File: src/rtl/dma_write_master.sv
// rtl/dma_write_master.sv - DMA write master: drains the stream FIFO into single-word Avalon-MM writes
module dma_write_master #(
    parameter int ADDR_W = 32,
    parameter int DATA_W = 32,
    parameter int LEN_W  = 16
) (
    input  logic                  clk,
    input  logic                  reset_n,
    input  logic                  cmd_valid,
    output logic                  cmd_ready,
    input  logic [ADDR_W-1:0]     cmd_addr,
    input  logic [LEN_W-1:0]      cmd_len,
    input  logic                  st_valid,
    output logic                  st_ready,
    input  logic [DATA_W-1:0]     st_data,
    output logic [ADDR_W-1:0]     avm_address,
    output logic                  avm_write,
    output logic [DATA_W-1:0]     avm_writedata,
    output logic [DATA_W/8-1:0]   avm_byteenable,
    input  logic                  avm_waitrequest,
    output logic                  busy,
    output logic                  wm_done,
    output logic [LEN_W-1:0]      words_written
);

    localparam int BYTES = DATA_W / 8;
    localparam logic [ADDR_W-1:0] ADDR_STEP = ADDR_W'(BYTES);
    localparam logic [ADDR_W-1:0] ADDR_MASK = ADDR_W'(BYTES - 1);

    typedef enum logic [1:0] {
        S_IDLE  = 2'd0,
        S_WRITE = 2'd1,
        S_DONE  = 2'd2
    } state_t;

    state_t              state_q, state_d;
    logic [ADDR_W-1:0]   next_addr_q, next_addr_d;
    logic [LEN_W-1:0]    remaining_q, remaining_d;
    logic [LEN_W-1:0]    issued_q, issued_d;
    logic [LEN_W-1:0]    count_q, count_d;
    logic                wr_q, wr_d;
    logic [ADDR_W-1:0]   addr_q, addr_d;
    logic [DATA_W-1:0]   data_q, data_d;
    logic                busy_q, busy_d;
    logic                done_q, done_d;

    logic                cmd_fire;
    logic                st_fire;
    logic                wr_complete;

    // Handshakes: the holding stage can refill in the same cycle its write completes
    always_comb begin
        cmd_ready   = (state_q == S_IDLE);
        wr_complete = wr_q && !avm_waitrequest;
        st_ready    = (state_q == S_WRITE) && (issued_q < remaining_q)
                      && (!wr_q || !avm_waitrequest);
        cmd_fire    = cmd_valid && cmd_ready;
        st_fire     = st_valid && st_ready;
    end

    // Next-state and datapath updates for the IDLE/WRITE/DONE sequence
    always_comb begin
        state_d     = state_q;
        next_addr_d = next_addr_q;
        remaining_d = remaining_q;
        issued_d    = issued_q;
        count_d     = count_q;
        wr_d        = wr_q;
        addr_d      = addr_q;
        data_d      = data_q;

        case (state_q)
            S_IDLE: begin
                if (cmd_fire) begin
                    next_addr_d = cmd_addr & ~ADDR_MASK;
                    remaining_d = cmd_len;
                    issued_d    = '0;
                    count_d     = '0;
                    state_d     = (cmd_len == '0) ? S_DONE : S_WRITE;
                end
            end
            S_WRITE: begin
                if (st_fire) begin
                    data_d      = st_data;
                    addr_d      = next_addr_q;
                    next_addr_d = next_addr_q + ADDR_STEP;
                    issued_d    = issued_q + LEN_W'(1);
                    wr_d        = 1'b1;
                end else if (wr_complete) begin
                    wr_d = 1'b0;
                end
                if (wr_complete) begin
                    count_d = count_q + LEN_W'(1);
                    if (count_q + LEN_W'(1) == remaining_q) begin
                        state_d = S_DONE;
                    end
                end
            end
            S_DONE: begin
                state_d = S_IDLE;
            end
            default: begin
                state_d = S_IDLE;
            end
        endcase

        done_d = (state_d == S_DONE);
        busy_d = (state_d != S_IDLE);
    end

    // State and output registers; reset abandons any in-flight command
    always_ff @(posedge clk) begin
        if (!reset_n) begin
            state_q     <= S_IDLE;
            next_addr_q <= '0;
            remaining_q <= '0;
            issued_q    <= '0;
            count_q     <= '0;
            wr_q        <= 1'b0;
            addr_q      <= '0;
            data_q      <= '0;
            busy_q      <= 1'b0;
            done_q      <= 1'b0;
        end else begin
            state_q     <= state_d;
            next_addr_q <= next_addr_d;
            remaining_q <= remaining_d;
            issued_q    <= issued_d;
            count_q     <= count_d;
            wr_q        <= wr_d;
            addr_q      <= addr_d;
            data_q      <= data_d;
            busy_q      <= busy_d;
            done_q      <= done_d;
        end
    end

    assign avm_address    = addr_q;
    assign avm_write      = wr_q;
    assign avm_writedata  = data_q;
    assign avm_byteenable = '1;
    assign busy           = busy_q;
    assign wm_done        = done_q;
    assign words_written  = count_q;

endmodule

File: config.mk
export PLATFORM = sky130hd
export DESIGN_NAME = dma_write_master
export DESIGN_NICKNAME = d
export VERILOG_FILES = /design/src/rtl/dma_write_master.sv
export SDC_FILE = /design/constraint.sdc
export NUM_CORES = 1
export LEC_CHECK = 0
export CAP_MARGIN = 20
export CORE_ASPECT_RATIO = 0.75
export CORE_MARGIN = 3
export CORE_UTILIZATION = 46
export CTS_CLUSTER_DIAMETER = 50
export DETAILED_ROUTE_END_ITERATION = 16
export PLACE_DENSITY = 0.78
export SETUP_SLACK_MARGIN = 0.15
export SYNTH_ARGS = -nofsm -noshare
export SYNTH_HDL_FRONTEND = slang
export SYNTH_SLANG_ARGS = --single-unit
File: constraint.sdc
create_clock -name clk -period 2.15 [get_ports clk]
set_input_delay 0.215 -clock clk [delete_from_list [all_inputs] [get_ports clk]]
set_output_delay 0.215 -clock clk [all_outputs]
set_load 0.1 [all_outputs]
==> summary.md <==
| Metric | Value |
|---|---|
| Max-cap viol count | 0 |
| Max-slew violations | 0 |
| Most common cell after layout, fill and taps aside | buf_4 |
| CP Buf/Inv Count | 3 |
| Delay-heaviest family, CP | simple AND/OR/NAND/NOR gates |
| Worst min path class | in -> reg |
| CP peak stage delay | 0.45 ns |
| Synth warnings | 0 |
| Post-synthesis cell count | 960 |
| Drt first pass iters | 5 |
| Iter 0 DRT Violations | 864 |
| Worst Path Arrival | 2.26 ns |
| Count of cell types in the netlist | 71 |
| Status | finished with violations |
| Post-synth ARST share | 0% |
| Core box area | 15500 um2 |
| Buffers on Ports | 165 |
| Die W | 152 um |
| Failing checks | setup timing |
| Slew @ Worst Pin | 0.521 ns |
| Crit-path cells | inv_2 > ha_4 > nand4_1 > or3_4 > a211oi_4 > buf_6 > nor2_4 > buf_12 |
| Post-DP Area | 9760 um2 |
| Clk_skew | 0.00948 ns |
| Worst setup margin | -0.325 ns |
| Hold path start | st_data[20] |
| Leakage | 4.52 nW |
| Reg2Reg Depth | 13 |
| DIE AREA | 17700 um2 |
| Hold Path Cell Cnt | 3 |
| Post-synth top area share | 39.2% |
| RR Endpoint | next_addr_q[11]$_SDFFE_PN0P_ |
| WL/cell | 18.1 um |
| Crit-path slowest cell | or3_4 |
| Largest cells by area after synthesis | dfxtp_1 39%, nand2_1 11%, a21oi_1 9.9% |
| Starting density of the core | 47.8% |
| Global-route wire length before repair | 38200 um |
| Layout cells sized above 1 | 34.2% |
| Via count | 8268 |
| Post-Route Setup TNS | -22.13 ns |
| Clock transition at path regs | 0.06 ns |
| Pwr per Cell Area | 678 nW/um2 |
| Vias per inst | 5.81 |
| Final instance area | 11300 um2 |
| Most frequent cells in the layout | 186 x buf_4, 175 x nand2_1, 115 x dfxtp_1, 112 x a21oi_1, 82 x clkdlybuf4s50_1 |
| Syn Std Cell Area | 7400 um2 |
| Ports | 174 |
| Skew-Pair Late Insertion Delay | 0.43 ns |
| DRT antenna net count | 0 |
| RSZ-0062 raised after global routing | yes |
| Crit end category | output port |
| Count of final hold-check violations | 0 |
| #FFs+latches synth | 145 |
| Worst-path maximum fanout | 4 |
| Slew margin rel. | 64.8% |
| Cell accounting for the most synthesized area | dfxtp_1 |
| GR Overflow Total | 0 |
| Final setup fails | 110 |
| Die height | 116 um |
| Seq/Total Area, Yosys | 39.2% |
| Number of global-route vias before repair | 7517 |
| CP startpoint kind | flop |
| Initial antenna violation count | 0 |
| H-tree Lvls | 4 |
| Placed cell count | 1359 |
| Avg Inst Size Synth | 7.71 um2 |
| Top_reg_cell synth | dfxtp_1 |
| Final Core Density | 73.3% |
| Post-layout nets | 1308 |
| CP Launch Point | remaining_q[12]$_SDFFE_PN0P_ |
| EDFF count, synth | 0 |
| Crit path kind | reg -> out |
| Worst flop-to-flop path startpoint | remaining_q[12]$_SDFFE_PN0P_ |
| Hold slack | 0.343 ns |
| Max Freq | 404 MHz |
| Antenna Cells | 0 |
| Routability cong. | 0.936 |
| Tcrit/Tclk final | 115% |
| Area Overhead vs Synth | 53.3% |
| Reg-to-reg slack, setup | -0.30 ns |
| Final HPWL DP | 16700 um |
| FILL cells | 1119 |
| CTS Buffer Depth | 2 |
| CTS tree | done |
| CP Data Required Time | 1.93 ns |
| Largest net degree at the start of global routing | 31 |
| CTS Sinks | 145 |
| Cell Rows | 39 |
| Worst Hold End | avm_writedata[20]$_SDFFE_PN0P_ |
| DRC | 0 |
| Hold Buf Count CTS | 0 |
| TritonCTS buffer count | 17 |
| Clock Tree Root | clkbuf_16 |
| Tmin final | 2.48 ns |
| Total GRT Usage | 26.5% |
| Worst VDD drop | 0.538 mV |
| WL final | 25800 um |
| Post-route insts no fill | 1423 |
## state kept, by name, indices dropped and copies added (netlist names)
| register | count |
|---|---|
| avm_writedata | 32 |
| state_q | 2 |
| next_addr_q | 30 |
| words_written | 16 |
| avm_write | 1 |
| busy | 1 |
| remaining_q | 16 |
| avm_address | 30 |
| wm_done | 1 |
| issued_q | 16 |
## worst register-to-register path: stages (launching register included)
cell      delay, ns
dfxtp_2        0.34
inv_2          0.05
ha_4           0.25
nand4_1        0.14
or3_4          0.45
a211oi_4       0.24
buf_6          0.15
o31ai_4        0.07
buf_12         0.15
buf_6          0.11
buf_12         0.13
buf_8          0.13
nand3_2        0.06
o21ai_1        0.06
## power by group
| part | internal, mW | total (mW) | switching, mW | leakage (nW) |
|---|---|---|---|---|
| logic | 0.698 | 1.75 | 1.05 | 3.03 |
| registers | 2.79 | 2.89 | 0.101 | 1.20 |
| clock network | 1.75 | 3.05 | 1.30 | 0.289 |
## how the worst max path moves through the flow
stage                                    end  slack [ns]  cells after the start
2_1_floorplan   next_addr_q[25]$_SDFFE_PN0P_       -0.11                      9
3_3_place_gp   avm_writedata[1]$_SDFFE_PN0P_       -0.11                     10
3_5_place_dp   avm_writedata[1]$_SDFFE_PN0P_       -0.16                     10
4_1_cts                             st_ready       -0.25                      8
5_1_grt                             st_ready       -0.40                      8
6_report                            st_ready       -0.33                      8
## cell usage after synthesis (11+ instances only)
master    number
o21ai_1       11
nand4_1       21
buf_4         16
inv_1         25
o21ai_0       32
ha_1          18
buf_2         14
nor4_1        11
nand2_1      214
a21oi_1      147
nor2_1        48
nand3_1       26
nor3_1        11
or3_1         14
dfxtp_1      145
clkbuf_1      37
## layer usage
| layer | up-vias | global-route usage, % | routed length [um] | part of all wire (%) |
|---|---|---|---|---|
| li1 | 3893 | - | - | - |
| met1 | 3924 | 36.5 | 11300 | 44 |
| met2 | 393 | 42.2 | 11900 | 46 |
| met3 | 58 | 6.42 | 2110 | 8.2 |
| met4 | 0 | 7.00 | 506 | 2.0 |
| met5 | - | 0 | 0 | 0 |
## kinds of logic (layout without fill, tap and decap cells)
group                      Yosys count  in the layout  share of synthesized area, %
muxes                                2              2                         0.288
other                                2              6                         0.102
adders and majority gates           18             18                          3.04
AOI/OAI and AO/OA                  278            278                          23.1
buffers and inverters               99            353                          6.29
DFF                                145            145                          39.2
xor gates and xnor gates            20             20                          2.37
and+or+nand+nor                    396            396                          25.5
## what timing repair did
item,CTS,global route
cloned,4,4
gates resized for setup,59,93
pin swaps,23,27
buffers inserted,7,17
endpoints found under the setup margin,111,123
## metrics by stage
| stage | total power, mW | worst slack (ns) |
|---|---|---|
| CTS | 7.56 | -0.247 |
| detailed placement | 4.39 | -0.160 |
| floorplan | 3.85 | -0.105 |
| finish | 7.69 | -0.325 |
| global route | 7.95 | -0.399 |
| global placement | 4.37 | -0.107 |
## area by class of cell
cell class | instances | area (um2) | share of cell area, %
multi-input combinational | 720 | 4660 | 41.1
sequential | 145 | 2970 | 26.2
inverter | 25 | 95.1 | 0.838
clock inverter | 15 | 173 | 1.52
timing repair buffer | 296 | 2760 | 24.3
tap | 205 | 256 | 2.26
clock buffer | 17 | 425 | 3.75
No activity file was read; power rests on OpenSTA's default activity.
